File: src/rtl/pong_pkg.sv
`default_nettype none
// ============================================================================
//  Module      : pong_pkg
//  Description : Shared paddle channel state and direction encodings.
//  Revision    : 1.0 - initial release
// ============================================================================
package pong_pkg;

    // Per-channel motion state
    localparam logic [1:0] ST_IDLE  = 2'd0;
    localparam logic [1:0] ST_SLOW  = 2'd1;
    localparam logic [1:0] ST_FAST  = 2'd2;
    localparam logic [1:0] ST_AUTO  = 2'd3;

    // Requested / latched direction of travel
    localparam logic [1:0] DIR_NONE = 2'd0;
    localparam logic [1:0] DIR_UP   = 2'd1;
    localparam logic [1:0] DIR_DN   = 2'd2;

endpackage : pong_pkg
`default_nettype wire

File: src/rtl/paddle_pos_chan.sv
`default_nettype none
// ============================================================================
//  Module      : paddle_pos_chan
//  Description : One paddle channel: direction decode, FSM, step divider,
//                acceleration step counter and position clamp.
//  Revision    : 1.0 - initial release
// ============================================================================
module paddle_pos_chan
    import pong_pkg::*;
#(
    parameter int POS_W       = 11,
    parameter int POS_MIN     = 0,
    parameter int POS_MAX     = 380,
    parameter int ORIGIN      = 190,
    parameter int SLOW_DIV    = 250000,
    parameter int FAST_DIV    = 62500,
    parameter int ACCEL_STEPS = 16,
    parameter int AUTO_DIV    = 125000,
    parameter int DEADBAND    = 2
) (
    input  logic             i_clk,
    input  logic             i_rst_n,
    input  logic             i_up,
    input  logic             i_dn,
    input  logic             i_auto,
    input  logic [POS_W-1:0] i_target,
    input  logic             i_center,
    output logic [POS_W-1:0] o_pos,
    output logic             o_at_min,
    output logic             o_at_max,
    output logic             o_moving
);

    // FAST_DIV never exceeds SLOW_DIV, so the divider only has to span the
    // larger of the slow and auto periods.
    localparam int DIV_MAX = (SLOW_DIV > AUTO_DIV) ? SLOW_DIV : AUTO_DIV;
    localparam int DIV_W   = $clog2(DIV_MAX);
    localparam int STEP_W  = $clog2(ACCEL_STEPS + 1);

    localparam logic [DIV_W-1:0]  c_slow_top  = DIV_W'(SLOW_DIV - 1);
    localparam logic [DIV_W-1:0]  c_fast_top  = DIV_W'(FAST_DIV - 1);
    localparam logic [DIV_W-1:0]  c_auto_top  = DIV_W'(AUTO_DIV - 1);
    localparam logic [STEP_W-1:0] c_accel_top = STEP_W'(ACCEL_STEPS - 1);
    localparam logic [POS_W-1:0]  c_pos_min   = POS_W'(POS_MIN);
    localparam logic [POS_W-1:0]  c_pos_max   = POS_W'(POS_MAX);
    localparam logic [POS_W-1:0]  c_origin    = POS_W'(ORIGIN);
    localparam logic [POS_W:0]    c_min_x     = (POS_W+1)'(POS_MIN);
    localparam logic [POS_W:0]    c_max_x     = (POS_W+1)'(POS_MAX);
    localparam logic [POS_W:0]    c_db_x      = (POS_W+1)'(DEADBAND);

    logic [1:0]        state_q, state_d;
    logic [1:0]        dir_q,   dir_d;
    logic [DIV_W-1:0]  div_q,   div_d;
    logic [STEP_W-1:0] steps_q, steps_d;
    logic [POS_W-1:0]  pos_q,   pos_d;

    logic [POS_W:0]    w_target_x;
    logic [POS_W:0]    w_tgt_x;
    logic [POS_W:0]    w_pos_x;
    logic [1:0]        w_dir;
    logic [DIV_W-1:0]  w_div_top;
    logic              w_same_run;
    logic [POS_W-1:0]  w_pos_step;

    // Decode the requested direction from switches or the clamped target
    always_comb begin
        w_target_x = {1'b0, i_target};
        w_pos_x    = {1'b0, pos_q};
        if (w_target_x < c_min_x) begin
            w_tgt_x = c_min_x;
        end else if (w_target_x > c_max_x) begin
            w_tgt_x = c_max_x;
        end else begin
            w_tgt_x = w_target_x;
        end
        w_dir = DIR_NONE;
        if (i_auto) begin
            if (w_tgt_x > w_pos_x + c_db_x) begin
                w_dir = DIR_UP;
            end else if (w_tgt_x + c_db_x < w_pos_x) begin
                w_dir = DIR_DN;
            end
        end else if (i_up && !i_dn) begin
            w_dir = DIR_UP;
        end else if (i_dn && !i_up) begin
            w_dir = DIR_DN;
        end
    end

    // Divider period for the current state and the clamped next position
    always_comb begin
        w_div_top = c_slow_top;
        if (state_q == ST_FAST) begin
            w_div_top = c_fast_top;
        end else if (state_q == ST_AUTO) begin
            w_div_top = c_auto_top;
        end
        w_pos_step = pos_q;
        if (dir_q == DIR_UP && pos_q != c_pos_max) begin
            w_pos_step = pos_q + POS_W'(1);
        end else if (dir_q == DIR_DN && pos_q != c_pos_min) begin
            w_pos_step = pos_q - POS_W'(1);
        end
        // A run continues only with the same direction in the same mode
        if (i_auto) begin
            w_same_run = (w_dir == dir_q) && (state_q == ST_AUTO);
        end else begin
            w_same_run = (w_dir == dir_q) &&
                         ((state_q == ST_SLOW) || (state_q == ST_FAST));
        end
    end

    // Next-state logic: recenter, stop, (re)start a run, or advance it
    always_comb begin
        state_d = state_q;
        dir_d   = dir_q;
        div_d   = div_q;
        steps_d = steps_q;
        pos_d   = pos_q;
        if (i_center) begin
            pos_d   = c_origin;
            state_d = ST_IDLE;
            dir_d   = DIR_NONE;
            div_d   = '0;
            steps_d = '0;
        end else if (w_dir == DIR_NONE) begin
            state_d = ST_IDLE;
            dir_d   = DIR_NONE;
            div_d   = '0;
            steps_d = '0;
        end else if (!w_same_run) begin
            // Fresh run: position kept, full period before the first step
            state_d = i_auto ? ST_AUTO : ST_SLOW;
            dir_d   = w_dir;
            div_d   = '0;
            steps_d = '0;
        end else if (div_q == w_div_top) begin
            div_d = '0;
            pos_d = w_pos_step;
            // Clamped steps still count toward acceleration
            if (state_q == ST_SLOW) begin
                if (steps_q == c_accel_top) begin
                    state_d = ST_FAST;
                end
                steps_d = steps_q + STEP_W'(1);
            end
        end else begin
            div_d = div_q + DIV_W'(1);
        end
    end

    // State register with synchronous active-low reset
    always_ff @(posedge i_clk) begin
        if (!i_rst_n) begin
            state_q <= ST_IDLE;
            dir_q   <= DIR_NONE;
            div_q   <= '0;
            steps_q <= '0;
            pos_q   <= c_origin;
        end else begin
            state_q <= state_d;
            dir_q   <= dir_d;
            div_q   <= div_d;
            steps_q <= steps_d;
            pos_q   <= pos_d;
        end
    end

    // Outputs decoded straight from the registers
    always_comb begin
        o_pos    = pos_q;
        o_at_min = (pos_q == c_pos_min);
        o_at_max = (pos_q == c_pos_max);
        o_moving = (state_q != ST_IDLE);
    end

endmodule : paddle_pos_chan
`default_nettype wire

File: src/rtl/paddle_pos_multi.sv
`default_nettype none
// ============================================================================
//  Module      : paddle_pos_multi
//  Description : NUM_PADDLES independent paddle position channels sharing
//                one auto-track target coordinate.
//  Revision    : 1.0 - initial release
// ============================================================================
module paddle_pos_multi
    import pong_pkg::*;
#(
    parameter int NUM_PADDLES = 2,
    parameter int POS_W       = 11,
    parameter int POS_MIN     = 0,
    parameter int POS_MAX     = 380,
    parameter int ORIGIN      = 190,
    parameter int SLOW_DIV    = 250000,
    parameter int FAST_DIV    = 62500,
    parameter int ACCEL_STEPS = 16,
    parameter int AUTO_DIV    = 125000,
    parameter int DEADBAND    = 2
) (
    input  logic                           i_Clock,
    input  logic                           i_Rst_n,
    input  logic [2*NUM_PADDLES-1:0]       i_Switch,
    input  logic [NUM_PADDLES-1:0]         i_Auto,
    input  logic [POS_W-1:0]               i_Target_Pos,
    input  logic [NUM_PADDLES-1:0]         i_Center,
    output logic [NUM_PADDLES*POS_W-1:0]   o_Pos,
    output logic [NUM_PADDLES-1:0]         o_At_Min,
    output logic [NUM_PADDLES-1:0]         o_At_Max,
    output logic [NUM_PADDLES-1:0]         o_Moving
);

    for (genvar ch = 0; ch < NUM_PADDLES; ch++) begin : g_chan
        paddle_pos_chan #(
            .POS_W       (POS_W),
            .POS_MIN     (POS_MIN),
            .POS_MAX     (POS_MAX),
            .ORIGIN      (ORIGIN),
            .SLOW_DIV    (SLOW_DIV),
            .FAST_DIV    (FAST_DIV),
            .ACCEL_STEPS (ACCEL_STEPS),
            .AUTO_DIV    (AUTO_DIV),
            .DEADBAND    (DEADBAND)
        ) u_chan (
            .i_clk    (i_Clock),
            .i_rst_n  (i_Rst_n),
            .i_up     (i_Switch[2*ch]),
            .i_dn     (i_Switch[2*ch+1]),
            .i_auto   (i_Auto[ch]),
            .i_target (i_Target_Pos),
            .i_center (i_Center[ch]),
            .o_pos    (o_Pos[ch*POS_W +: POS_W]),
            .o_at_min (o_At_Min[ch]),
            .o_at_max (o_At_Max[ch]),
            .o_moving (o_Moving[ch])
        );
    end

endmodule : paddle_pos_multi
`default_nettype wire

File: config.mk
export PLATFORM = sky130hd
export DESIGN_NAME = paddle_pos_multi
export DESIGN_NICKNAME = d
export VERILOG_FILES = /design/src/rtl/pong_pkg.sv /design/src/rtl/paddle_pos_chan.sv /design/src/rtl/paddle_pos_multi.sv
export SDC_FILE = /design/constraint.sdc
export NUM_CORES = 1
export LEC_CHECK = 0
export ABC_AREA = 1
export CAP_MARGIN = 20
export CORE_MARGIN = 2
export CORE_UTILIZATION = 25
export CTS_BUF_LIST = sky130_fd_sc_hd__clkbuf_8
export DETAILED_ROUTE_END_ITERATION = 8
export GPL_TIMING_DRIVEN = 0
export PLACE_DENSITY = 0.53
export SLEW_MARGIN = 10
export SYNTH_ARGS = -nofsm -noshare
export SYNTH_HDL_FRONTEND = slang
export SYNTH_SLANG_ARGS = --single-unit
File: constraint.sdc
create_clock -name i_Clock -period 7.4 [get_ports i_Clock]
set_input_delay 1.48 -clock i_Clock [delete_from_list [all_inputs] [get_ports i_Clock]]
set_output_delay 1.48 -clock i_Clock [all_outputs]
set_load 0.1 [all_outputs]
* Word level (Yosys, flattened, before mapping)
Cells that the tools add are included.
Storage, ports and cells: bits in registers 76, bits of input ports 21, output and inout bits 28, word-level logic and storage cells 130
Operators by class: add/subtract/negate cells 11, magnitude comparators 5, equal/unequal tests 26, multiplexer cells 31, bitwise logic cells 5, reduce and logical (&&, ||, !) cells 42
Operator list (count):
- $mux W18 | 4
- $mux W11 | 5
- $mux W2 | 20
- $add A18 B1 Y18 const B | 2
- $eq A18 B18 Y1 | 2
- $add A11 B2 Y12 const B | 2
- $lt A12 B11 Y1 | 2
- $add A11 B1 Y11 const B | 2
- $eq A11 B9 Y1 const B | 2
- $logic_not A11 Y1 | 2
- $ne A11 B9 Y1 const B | 2
- $reduce_bool A11 Y1 | 2
- $sub A11 B1 Y11 const B | 2
- $add A12 B2 Y12 const B | 1
- $eq A2 B2 Y1 const B | 6
- $gt A11 B12 Y1 | 1
- $gt A12 B12 Y1 | 1
- $logic_and A1 B1 Y1 | 12
- $ne A2 B2 Y1 const B | 6
- $gt A11 B9 Y1 const B | 1
- $add A5 B1 Y5 const B | 2
- $eq A5 B4 Y1 const B | 2
- $reduce_or A5 Y1 | 2
- $eq A2 B1 Y1 const B | 4
- other kinds (13) | 33

* Longest topological paths before layout
Gate-level depths: netlist of the first run.
word-level depth 12, mapped depth 27, mapped depth without buffers 26

* Cells and area by module
Synthesis of the first run repeated with hierarchy kept, for this count alone.
Second synthesis, totals: cells, all modules 995, area, all modules 6870.3 sq um
Modules (own cells, without submodules):
- paddle_pos_chan at g_chan[0].u_chan | times used 1, cells each 500, area each 3465.8 sq um, seq. area each 760.7 sq um
- paddle_pos_chan at g_chan[1].u_chan | times used 1, cells each 495, area each 3404.5 sq um, seq. area each 760.7 sq um

* Worst setup path after synthesis of the first run
No wires, ideal clock.
path type input port to flip-flop, start point in i_Target_Pos[0], end point reg g_chan[1].u_chan.pos_q[0], library setup time 67 ps, arrival 4630 ps, data required time 7333 ps, slack 2703 ps, stages 26, path buffers 1, cell sequence nor2_1 nor2_1 a41o_1 a21oi_1 inv_1 or2_2 ha_1 nand3_1 nor3_1 xor2_1 inv_1 ha_1 nand2_1 nor3_1 nand3_1 a21oi_1 nor2_1 nand3_2 nand2_1 nand2_1 nand2_1 nor2_4 and2_1 buf_6 nor2_1 nor2_1
Between the ends: longest elaborated chain between the ends 11, elaborated cells between the ends (all ways) 15, those cells by class add/sub: 1; order compare: 3; eq/ne: 1; mux: 5; bitwise: 1; reduce/logical: 4
Ends and longest elaborated chain:
- start, declared | RTL line paddle_pos_multi.sv:26 | input logic [POS_W-1:0] i_Target_Pos,
- $gt A11 B9 Y1 | RTL line paddle_pos_chan.sv:71 | end else if (w_target_x > c_max_x) begin
- $mux W11 (*) | RTL line paddle_pos_chan.sv:71
- $add A12 B2 Y12 | RTL line paddle_pos_chan.sv:80 | end else if (w_tgt_x + c_db_x < w_pos_x) begin
- $lt A12 B11 Y1 | RTL line paddle_pos_chan.sv:80
- $mux W2 | RTL line paddle_pos_chan.sv:80
- $mux W2 (*) | RTL line paddle_pos_chan.sv:78 | if (w_tgt_x > w_pos_x + c_db_x) begin
- $mux W2 (*) | RTL line paddle_pos_chan.sv:77 | if (i_auto) begin
- $eq A2 B2 Y1 | RTL line paddle_pos_chan.sv:106, paddle_pos_chan.sv:108
- $logic_and A1 B1 Y1 (on tied branches) | RTL line paddle_pos_chan.sv:108, paddle_pos_chan.sv:106
- $mux W1 | RTL line paddle_pos_chan.sv:105 | if (i_auto) begin
- $reduce_and A4 Y1 (no source line) (*)
- end signal, assigned | RTL line paddle_pos_chan.sv:159 | pos_q <= c_origin;
- end signal, assigned | RTL line paddle_pos_chan.sv:165 | pos_q <= pos_d;
- end, declared | RTL line paddle_pos_chan.sv:55 | logic [POS_W-1:0] pos_q, pos_d;
Every way passes the cells marked *; elsewhere a longest branch is shown, timed or not. A chain may end at the register's enable or synchronous reset.

* Final worst setup path of the first run
start point in i_Target_Pos[2], end point reg g_chan[0].u_chan.pos_q[0]
Between the ends: longest elaborated chain between the ends 11, elaborated cells between the ends (all ways) 15, those cells by class add/sub: 1; order compare: 3; eq/ne: 1; mux: 5; bitwise: 1; reduce/logical: 4
Ends and longest elaborated chain (RTL line):
- $gt A11 B9 Y1 | paddle_pos_chan.sv:71
- $mux W11 (*) | paddle_pos_chan.sv:71
- $add A12 B2 Y12 | paddle_pos_chan.sv:80
- $lt A12 B11 Y1 | paddle_pos_chan.sv:80
- $mux W2 | paddle_pos_chan.sv:80
- $mux W2 (*) | paddle_pos_chan.sv:78
- $mux W2 (*) | paddle_pos_chan.sv:77
- $eq A2 B2 Y1 | paddle_pos_chan.sv:106, paddle_pos_chan.sv:108
- $logic_and A1 B1 Y1 (on tied branches) | paddle_pos_chan.sv:108, paddle_pos_chan.sv:106
- $mux W1 | paddle_pos_chan.sv:105
- $reduce_and A4 Y1 (no source line) (*)
- end signal, assigned | paddle_pos_chan.sv:159
- end signal, assigned | paddle_pos_chan.sv:165
- end, declared | paddle_pos_chan.sv:55
Marks and branches as above.

==> results of run 1 <==
stage by stage:
stage | total power [mW] | util | hold slack, ns | area (um2)
floorplan | 0.514 | - | 0.418 | 6580
global placement | 0.548 | 0.289 | 0.431 | 7480
detailed placement | 0.549 | 0.289 | 0.439 | 7480
CTS | 0.848 | 0.295 | 0.455 | 7650
global route | 0.884 | 0.295 | 0.474 | 7650
finish | 0.834 | 0.295 | 0.451 | 7650
how the worst min path moves through the flow:
stage	startpoint	endpoint	slack [ns]	cells past startpoint
2_1_floorplan	g_chan[0].u_chan.div_q[0]$_SDFF_PP0_	g_chan[0].u_chan.div_q[0]$_SDFF_PP0_	0.42	1
3_3_place_gp	g_chan[1].u_chan.div_q[0]$_SDFF_PP0_	g_chan[1].u_chan.div_q[0]$_SDFF_PP0_	0.43	1
3_5_place_dp	g_chan[1].u_chan.div_q[0]$_SDFF_PP0_	g_chan[1].u_chan.div_q[0]$_SDFF_PP0_	0.44	1
4_1_cts	g_chan[1].u_chan.div_q[0]$_SDFF_PP0_	g_chan[1].u_chan.div_q[0]$_SDFF_PP0_	0.46	1
5_1_grt	g_chan[1].u_chan.div_q[0]$_SDFF_PP0_	g_chan[1].u_chan.div_q[0]$_SDFF_PP0_	0.47	1
6_report	g_chan[1].u_chan.div_q[0]$_SDFF_PP0_	g_chan[1].u_chan.div_q[0]$_SDFF_PP0_	0.45	1
area by class of cell:
| cell class | count | area (um2) |
|---|---|---|
| Inverter | 134 | 503 |
| Tap cell | 335 | 419 |
| Clock buffer | 10 | 138 |
| Timing Repair Buffer | 48 | 480 |
| Sequential cell | 76 | 1520 |
| Multi-Input combinational cell | 718 | 4450 |
| Buffer | 14 | 101 |
| Clock inverter | 5 | 36.3 |
| Fill cell | 2834 | 18300 |
state kept, by name, indices dropped and copies added (netlist names):
signal and count:
g_chan.u_chan.div_q 36, g_chan.u_chan.state_q 4, g_chan.u_chan.dir_q 4, g_chan.u_chan.o_pos 22, g_chan.u_chan.steps_q 10
report_power, final:
group / leakage (nW) / internal, mW / switching [mW]
sequential: 0.613 / 0.411 / 0.00215
clock: 0.0808 / 0.130 / 0.165
combinational: 2.43 / 0.0502 / 0.0770
cell families after synthesis:
| group | share of synthesized area |
|---|---|
| buffers and inverters | 0.0922 |
| and+or+nand+nor | 0.329 |
| adders and majority gates | 0.157 |
| DFF | 0.232 |
| AOI/OAI and AO/OA | 0.0968 |
| other | 0.000572 |
| xor gates and xnor gates | 0.0922 |
cells in the mapped netlist, types with 6 or more instances:
cell,number
nor2_1,117
a21oi_1,50
ha_1,79
nand3_1,82
inv_1,131
buf_4,6
nor3_2,7
xor2_1,57
dfxtp_1,76
o21ai_0,32
nand2_1,157
nor2_4,13
xnor2_1,12
nand4_1,13
nor4_1,6
nor3_1,23
nand3_2,6
layer usage:
layer | routed length, um | GRT usage | vias up
met5 | 0 | 0 | -
met4 | 192 | 0.0280 | 0
met3 | 525 | 0.0234 | 16
met2 | 6880 | 0.187 | 83
met1 | 8160 | 0.155 | 2622
li1 | - | - | 3188
layout by cell type, fill, tap and decap left out, types with 7 or more instances in the layout:
master	synthesis	routed
a21oi_1	50	50
clkbuf_8	0	10
clkdlybuf4s50_1	0	48
conb_1	1	8
dfxtp_1	76	76
ha_1	79	79
inv_1	131	131
nand2_1	157	157
nand3_1	82	82
nand4_1	13	13
nor2_1	117	117
nor2_4	13	13
nor3_1	23	23
nor3_2	7	7
o21ai_0	32	32
xnor2_1	12	12
xor2_1	57	57
==> run summary, run 1 <==
The logs give 0 for the number of antenna violations at the first check in global routing and 15800 um for the final wirelength. The relative max-transition margin came out at 0.342. The run gives 0.114 as the overall track demand over capacity in global routing. The number of antenna diodes in the final layout is 0. The cell count after placement is 1325, and the ratio of total power to cell area is 109 nW/um2. Most used flip-flop cell after synthesis: dfxtp_1. Length of the first detailed-routing pass in iterations: 4. The fraction of the yosys area taken by sequential cells is 0.232, and the number of buffers added for setup after CTS is 0. The DRC violation count after routing is 0. In this run the clock root is driven by a clkbuf_8. The per-cell routed wire length is 11.8 um, and the number of buffers added by the clock tree synthesis step is 9. The die outline width came out at 166 um. The most frequent cell on the critical path was nand2_1. The worst setup path is launched from a primary input. After synthesis the netlist holds a flip-flop and latch count of 76.

TritonCTS built the clock tree. Setup slack on the worst reg-to-reg path comes out at 3.76 ns. After technology mapping, the gate count stands at 935. For the leakage power, the log shows 3.12 nW. The number of instances resized during post-cts repair came out at 0. Clock tree synthesis found a total of 76 sinks.

Counting along the longest clock path gives a buffer depth of 2. The most critical setup path has its endpoint at g_chan[0].u_chan.o_pos[0]$_SDFFE_PP0P_. The number of max-cap violations came out at 0. The clock reaches the later pin of the worst-skew pair after 0.36 ns.

The slowest library cell on the worst path is clkdlybuf4s50_1. The tools report the count of pins over their slew limit as 0. The tools report the launching element of the worst setup path as i_Target_Pos[2].

For this run, the top clock speed supported by timing is 0.186 GHz. The wire-length estimate of the detail-placed layout is 12700 um. The count of flip-flops with a built-in enable after synthesis was 0. The flow ran to the end, and the final reports show no timing, DRC or antenna violations. Measured in cells, the most critical reg-to-reg path has a length of 16. The number of vias per cell is 4.41.

The maximum resistive drop on vdd was 0.0000663 V; the quantity of I/O buffers inserted on ports was 48. A synthesized cell averages 7.01 um2. The worst register-to-register path begins at g_chan[1].u_chan.o_pos[0]$_SDFFE_PP0P_.

Share of the synthesized area in the top cell type: 0.232. For the number of warning messages in the yosys log, the log shows 0. For the via count of the first global-routing pass, the log shows 5604.

The hold violation total from the final report was 0. Clock-pin slew was measured on the worst setup and hold paths at 0.09 ns. After the first detailed-routing iteration, the DRC count stood at 235. The mapped netlist covers 6550 um2. The worst hold path belongs to the class reg2reg. The clock period minus final worst setup slack was 5.38 ns; the setup TNS was 0 ns. Summed over all instances, the cell type with the most area after synthesis is dfxtp_1. Pin count of the biggest net entering global routing: 14. The clock tree synthesis step divided the H-tree into 3 levels. At the pin with the least slew margin, the transition time is 0.983 ns. The first-pass GRT wire length is 26300 um, and the final setup violation count is 0. For the arrival time reported for the critical path endpoint, the log shows 5.65 ns. The area of the die is 27500 um2, and the total grt overflow is 0. Setup repair after global routing left no endpoint under its margin. Number of distinct library cell variants in the gate-level netlist after synthesis: 46. Measured along the y axis, the die boundary spans 166 um. The vias after detailed routing came out at 5909. The core region is 25900 um2. The proportion of synthesized flip-flops having asynchronous set or reset is 0. The cell family contributing the most delay on the critical path is simple AND/OR/NAND/NOR gates.

The congestion estimate from routability-driven global placement came to 0.802. The type of element capturing the critical path is a flop. At the placement stage, the worst setup path has a slack of 1.66 ns. The setup path with the least slack is of type in2reg.

Across all setup checks in the final design, the least slack found is 2.02 ns. The logs give 0.253 for the effective utilization at floorplan and 0 for the hold buffer count at cts. The largest incremental delay on the critical path was 0.43 ns. The combined buffer and inverter count along the critical path is 3, and the I/O pin count is 49. Across the routed clock network, the largest skew measured is 0.0131 ns. The depth of the critical timing path with buffers and inverters included came out at 25. After floorplanning, the core was divided into 59 placement rows. After synthesis, the cell types taking the most area are dfxtp_1 (23%), ha_1 (15%), nand2_1 (9.0%), xor2_1 (7.6%), inv_1 (7.5%).

The final-stage net count is 1103. The post-route fraction of the period consumed by the critical path came out at 0.728. The count of antenna-violating nets left after detailed routing was 0; the data required time of the worst path was 7.67 ns. For this run, the number of standard cells in the final layout without fillers is 1340.

The proportion of layout cells with a drive suffix above 1 was 0.0697; the largest fanout on the critical path was 9. Relative to the synthesized area, the layout overhead comes to 16.8%. The terminus of the critical flop-to-flop path is g_chan[1].u_chan.o_pos[8]$_SDFFE_PP0P_.
Note: power is estimated with default switching activity, not from simulation.
==> inputs of run 2 (changes only) <==
==> constraint.sdc (replaced) <==
create_clock -name i_Clock -period 5.4 [get_ports i_Clock]
set_input_delay 1.08 -clock i_Clock [delete_from_list [all_inputs] [get_ports i_Clock]]
set_output_delay 1.08 -clock i_Clock [all_outputs]
set_load 0.1 [all_outputs]
==> run 2 against run 1 <==
Net effect:
- register-to-register slack worse by 2.0 ns
- via count up 0.25%
- clock-buffer cell count did not move
- critical path type unchanged
- die area did not move
- critical path depth unchanged
- sequential power up 37%
- global-route usage did not move
- hold slack stayed put
==> run summary, run 2 (synthesis gave the netlist of run 1 again) <==
Across the VDD grid, the largest voltage drop is 0.0000908 V. For this block, the routed nets add up to 15700 um of wire. After routing, the total negative slack on setup checks comes to 0 ns. The tools report the met1 demand-to-capacity share in global routing as 0.155. For the number of antenna violations at the first check in global routing, the log shows 0. The met2 layer usage reported by global route came out at 0.187. Setup repair after global routing left no endpoint under its margin. The tools report the post-DP HPWL as 12700 um. The core region is 25900 um2.

The via count of the first global-routing pass is 5604. The floorplan step defined a die boundary enclosing 27500 um2. The met3 usage in global routing was 0.0234; the worst-case clock buffer depth was 2. The detail route stage leaves a number of antenna-violating nets equal to 0. The congestion estimate from routability-driven global placement came to 0.802.

The tools report the hold violation total from the final report as 0. The root buffer cell chosen for the clock tree is clkbuf_8. The total grt overflow came out at 0.

Buffers added to address setup during post-CTS repair amount to 0. The vias after detailed routing was 5924; the effective utilization at floorplan was 0.253. The count of pins over their slew limit was 0; the I/O pin count was 49. The chip height is 166 um.

In this run the worst hold path is classified as reg2reg. The H-tree was split into 3 levels. The proportion of layout cells with a drive suffix above 1 is 0.0706. The layer flagged by global routing as most heavily used is met2. In this run, CTS created clock tree buffers numbering 9. The logs give 0 for the number of max-cap violations and 76 for the CTS sink count. The logs give 0 for the DRC violation count after routing and 5.67 ns for the data required time of the worst path.

The run finished with clean final reports. The cell family contributing the most delay on the critical path is simple AND/OR/NAND/NOR gates. Clock-pin slew was measured on the worst setup and hold paths at 0.09 ns. The largest single stage delay on the critical path is 0.42 ns. The overall track demand over capacity in global routing came out at 0.114. The worst setup path is of the in2reg kind. The hold buffer count at cts was 0; the ratio of total power to cell area was 149 nW/um2.

The worst setup path is launched from a primary input. The quantity of I/O buffers inserted on ports was 48; the first-pass GRT wire length was 26300 um. STA classifies the critical path endpoint as a flop.

The most numerous cell type found on the critical path is nor2_1. The pin count of the biggest net entering global routing was 14; the length of the first detailed-routing pass in iterations was 4. The floorplan step set the die width to 166 um. Subtracting the final worst setup slack from the clock period gives 4.84 ns. Derived from the worst setup path, the maximum achievable clock frequency is 0.207 GHz.

The register with the most flip-flops in the final layout is g_chan.u_chan.div_q. The combined buffer and inverter count along the critical path works out to 3. The later pin in the worst-skew pair is clocked with a latency of 0.36 ns. Across the whole layout, storage elements account for 1520 um2. For the final setup violation count, the log shows 0.

The repair_antennas step left the layout with diodes totalling 0. The run gives 5.11 ns as the arrival time reported for the critical path endpoint. The run gives 0.296 as the final cell utilization of the core.

Across the routed clock network, the largest skew measured is 0.0131 ns. The transition time at the pin with the least slew margin came out at 0.983 ns. The violation count after the first detailed-route iteration was 236. The post-route fraction of the period consumed by the critical path was 0.897; the cell count after placement was 1325.

Compared with the post-synthesis result, the final layout area differs by 16.8%. The flip-flop count of the largest register after layout works out to 36. After the flow finishes, the layout carries non-filler instances totaling 1340. The largest fanout on the critical path came out at 9. The most common library cell in the layout ignoring fill and taps is nand2_1. The relative max-transition margin came out at 0.342. The slowest library cell on the worst path was clkdlybuf4s50_1. In the layout the commonest cells are nand2_1 (157), inv_1 (131), nor2_1 (117).

For the final-stage net count, the log shows 1103. Using the TritonRoute via totals, the vias-per-cell ratio works out to 4.42. The number of cell rows is 59.

Dividing the detail-routed wire length by the instance count gives 11.8 um. In this run the static leakage power is 3.12 nW. Summing all multi-input logic gate instances after layout gives 4460 um2. The tools report the total of fill cells in the finished design as 2834.

The number of instances resized during post-cts repair was 0. TritonCTS built the clock tree.
## run 2: worst paths after layout
kind                                           from                                      to  slack, ns  cells past startpoint
max                                 i_Target_Pos[0]  g_chan[0].u_chan.o_pos[0]$_SDFFE_PP0P_       0.56                     25
max reg2reg  g_chan[1].u_chan.o_pos[0]$_SDFFE_PP0P_  g_chan[1].u_chan.o_pos[8]$_SDFFE_PP0P_       1.76                     16
min            g_chan[1].u_chan.div_q[0]$_SDFF_PP0_    g_chan[1].u_chan.div_q[0]$_SDFF_PP0_       0.45                      1
min reg2reg    g_chan[1].u_chan.div_q[0]$_SDFF_PP0_    g_chan[1].u_chan.div_q[0]$_SDFF_PP0_       0.45                      1
## run 2: routing by layer
layer / share of wire / vias to the layer above
met5: 0 / -
met1: 0.52 / 2628
met3: 0.034 / 16
met2: 0.44 / 92
li1: - / 3188
met4: 0.012 / 0
## run 2: worst register-to-register path, delay by kind of cell (launching register included)
family	cells	cell delay, ns
xor+xnor	1	0.17
compound gates	3	0.57
simple gates	11	1.95
fa+ha+maj	1	0.40
flops	1	0.46
## run 2: final cells by class
cell class	instances	area share
Clock buffer	10	0.0180
Tap cell	335	0.0547
Multi-Input combinational cell	718	0.582
Sequential cell	76	0.199
Timing Repair Buffer	48	0.0627
Buffer	14	0.0132
Inverter	134	0.0657
Clock inverter	5	0.00474
## run 2: power by group
group,internal (mW),switching (mW),leakage [nW],total (mW)
clock,0.177,0.226,0.0808,0.403
sequential,0.563,0.00295,0.613,0.566
combinational,0.0689,0.106,2.43,0.175
## run 2: stage by stage
stage / cell area [um2] / power [mW] / hold slack (ns) / setup WS (ns)
after floorplan: 6580 / 0.705 / 0.418 / 1.10
after global placement: 7480 / 0.751 / 0.431 / 0.0748
after detailed placement: 7480 / 0.752 / 0.439 / 0.0573
after CTS: 7650 / 1.16 / 0.455 / 0.438
after global routing: 7660 / 1.21 / 0.474 / 0.148
final: 7660 / 1.14 / 0.451 / 0.559
==> inputs of run 3 (changes only) <==
--- a/config.mk
+++ b/config.mk
@@ -12,7 +12,7 @@
 export CTS_BUF_LIST = sky130_fd_sc_hd__clkbuf_8
 export DETAILED_ROUTE_END_ITERATION = 8
 export GPL_TIMING_DRIVEN = 0
-export PLACE_DENSITY = 0.53
+export PLACE_DENSITY = 0.54
 export SLEW_MARGIN = 10
 export SYNTH_ARGS = -nofsm -noshare
 export SYNTH_HDL_FRONTEND = slang
==> constraint.sdc (replaced) <==
create_clock -name i_Clock -period 4.2 [get_ports i_Clock]
set_input_delay 0.84 -clock i_Clock [delete_from_list [all_inputs] [get_ports i_Clock]]
set_output_delay 0.84 -clock i_Clock [all_outputs]
set_load 0.1 [all_outputs]
==> run 3 against run 2 <==
Net effect:
- clock power is 63% higher
- critical path depth down 1
- design area is 5.9% higher
- clock skew about the same
- hold slack about the same
- sequential cell count unchanged
- power increased by 42%
- non-clock buffer count grew 16
- register-to-register slack worse by 1.1 ns
- core utilization rose by 1.7 points
- critical path type unchanged
==> run summary, run 3 (synthesis gave the netlist of run 1 again) <==
The leakage power is 3.39 nW. The post-route fraction of the period consumed by the critical path came out at 0.958. The tightest hold path in the finished design has a slack of 0.451 ns. On the critical path the largest part of the delay comes from simple AND/OR/NAND/NOR gates. The logs give 0.313 for the final cell utilization of the core and 0 for the number of antenna repair diodes.

Along the worst path, the maximum fanout reaches 6. Clock-pin slew was measured on the worst setup and hold paths at 0.09 ns. The final-stage net count was 1120; the proportion of layout cells with a drive suffix above 1 was 0.121. The register share of total power is 0.447. Count of pins over their slew limit: 0. The share of total power in the clock network came out at 0.402. Setup violations remaining at the end of the flow were counted as 0.

The type of element capturing the critical path was a flop. The routed layout has 6060 vias. The count of antenna-violating nets left after detailed routing was 0. The internal portion of the total power is 1.16 mW. In this run the power density over the cells is 201 nW/um2. The first routing iteration left 287 violations. Total of fill cells in the finished design: 2826. In the layout the commonest cells are nand2_1 (142), inv_1 (127), nor2_1 (116). The logs give 0 for the number of antenna violations at the first check in global routing and 25900 um2 for the area of the core region. Combined buffer and inverter count along the critical path: 4. The type of the setup path with the least slack is in2reg. The first global-routing pass estimated 27800 um of wire. The transition time at the pin with the least slew margin works out to 0.983 ns.

The sequential cells in the finished layout cover a total of 1520 um2. In this design, the stage delay of the slowest critical-path cell is 0.46 ns. The number of max-cap violations is 0. The tools report the area of the die as 27500 um2. After floorplanning, the core was divided into 59 placement rows. In this run the horizontal extent of the chip is 166 um.

The slowest library cell on the worst path was clkdlybuf4s50_1. The register with the most flip-flops in the layout has 36 of them. Worst min-delay path category: reg2reg.

In this run the vertical extent of the chip is 166 um. The flow ran to the end, and the final reports show no timing, DRC or antenna violations. The tools report the instance area at placement as 7480 um2. TritonCTS built the clock tree. The tree built by TritonCTS fans out to 76 sinks. In this run the number of H-tree levels came out at 3. Via count of the first global-routing pass: 5910.

Across the VDD grid, the largest voltage drop is 0.000199 V. Traced cell by cell, the critical path runs through clkdlybuf4s50_1, a21oi_4, inv_2, or2_4, ha_4, nand3_4, nor3_2, xor2_1, inv_2, ha_4, nand2_4, nor3_4, nand3_2, a21oi_2, nor2_1, nand3_2, nand2_2, nand2_2, nand2_2, nor2_4, buf_2, nand3_1, nand2_1, nor2_1. Per-cell routed wire length: 12.1 um.

Compared with the post-synthesis result, the final layout area differs by 23.7%. The total grt overflow came out at 0. In the routed layout, each cell is associated on average with a via count of 4.46.

At the worst endpoint, the required time is 4.49 ns. The multi-input combinational cells in the finished layout cover a total of 4660 um2. STA classifies the critical path startpoint as a primary input. The clock period minus final worst setup slack was 4.02 ns. The most common library cell in the layout ignoring fill and taps was nand2_1. Summed over all nets, the half-perimeter wirelength after detailed placement is 12600 um. The switching part of the total power was 0.287; the DRC violation count after routing was 0. Cell at the root of the clock tree: clkbuf_8. Derived from the worst setup path, the maximum achievable clock frequency is 0.248 GHz.

Entering global routing, the biggest net connects 15 pins. For the combinational group share of total power, the log shows 0.151. The logs give 0.253 for the effective utilization at floorplan and 4.31 ns for the arrival time reported for the critical path endpoint. During placement, the flow inserted port buffers numbering 48. Counting the buffers created by CTS gives 9. The most numerous cell type found on the critical path is nand2_2. During I/O placement, the number of pins put on the boundary was 49. The net switching power came out at 467 uW.

After routing the design area is 8110 um2. For the length of the first detailed-routing pass in iterations, the log shows 4. The relative max-transition margin is 0.343, and the final wirelength is 16400 um. The register with the highest flop count was g_chan.u_chan.div_q. The overall track demand over capacity in global routing was 0.121. The hold violation total from the final report is 0. The logs give 0.0129 ns for the worst setup skew after layout and 2 for the worst-case clock buffer depth. The congestion estimate from routability-driven global placement came to 0.837. The clock latency at the later pin of the worst-skew pair came out at 0.38 ns. The hold buffer count at cts was 0.
-- run 3: cell types whose count changed in the layout (fill, tap and decap cells not counted), sizes merged --
cell	delta
buf	+15
bufbuf	+1
bufinv	+2
clkdlybuf4s50	-10
clkinv	+3
clkinvlp	-3
dlymetal6s2s	+9
nand3	+1
-- run 3: power by group through the flow --
| stage | sequential (mW) | combinational, mW | clock, mW |
|---|---|---|---|
| CTS | 0.727 | 0.237 | 0.686 |
| floorplan | 0.743 | 0.163 | 0 |
| global route | 0.728 | 0.279 | 0.710 |
| detailed placement | 0.744 | 0.224 | 0 |
| global placement | 0.744 | 0.223 | 0 |
| finish | 0.727 | 0.245 | 0.655 |
-- run 3: path summary, 6_finish.rpt --
path	start	end	slack, ns	cells after the start
min reg2reg	g_chan[1].u_chan.div_q[0]$_SDFF_PP0_	g_chan[1].u_chan.div_q[0]$_SDFF_PP0_	0.45	1
max	i_Target_Pos[8]	g_chan[1].u_chan.o_pos[9]$_SDFFE_PP0P_	0.18	24
max reg2reg	g_chan[1].u_chan.o_pos[0]$_SDFFE_PP0P_	g_chan[1].u_chan.o_pos[7]$_SDFFE_PP1P_	0.64	15
min	g_chan[1].u_chan.div_q[0]$_SDFF_PP0_	g_chan[1].u_chan.div_q[0]$_SDFF_PP0_	0.45	1
-- run 3: final cells by class --
cell class                      instances  area share
Buffer                                 13      0.0130
Clock buffer                            9      0.0153
Clock inverter                          7      0.0123
Inverter                              134      0.0626
Multi-Input combinational cell        719       0.575
Sequential cell                        76       0.188
Tap cell                              335      0.0517
Timing Repair Buffer                   65      0.0829
-- run 3: worst register-to-register path: stages, from the launching register on --
cell and delay, ns:
dfxtp_1 0.48, nor2_1 0.22, nand3_1 0.10, nor4_1 0.50, nand3b_1 0.53, ha_1 0.42
a21oi_1 0.22, inv_1 0.06, a31oi_1 0.21, o21ai_0 0.18, a21oi_1 0.16, nor2_1 0.05
nor2_1 0.11, xor2_1 0.15, nand2_1 0.06, nand3_1 0.06
-- run 3: repair_timing --
item | 4_1_cts | 5_1_grt
setup endpoints to repair | 72 | 72
gates cloned | 3 | 0
setup buffers | 11 | 4
pin swaps | 9 | 21
resized for setup | 25 | 44
-- run 3: per-stage QoR --
step,power [mW],TNS (ns),std cells,setup slack [ns]
4_1_cts,1.65,0,1355,0.00392
5_1_grt,1.72,-0.0396,1358,-0.0118
3_3_place_gp,0.967,-55.23,1325,-0.875
6_report,1.63,0,1358,0.176
3_5_place_dp,0.968,-55.72,1325,-0.888
2_1_floorplan,0.906,0,942,0.143
-- run 3: routing by layer --
metal / GRT usage / share of wire / up-vias
li1: - / - / 3236
met1: 0.164 / 0.51 / 2736
met2: 0.191 / 0.44 / 71
met3: 0.0231 / 0.033 / 17
met4: 0.0427 / 0.018 / 0
met5: 0 / 0 / -
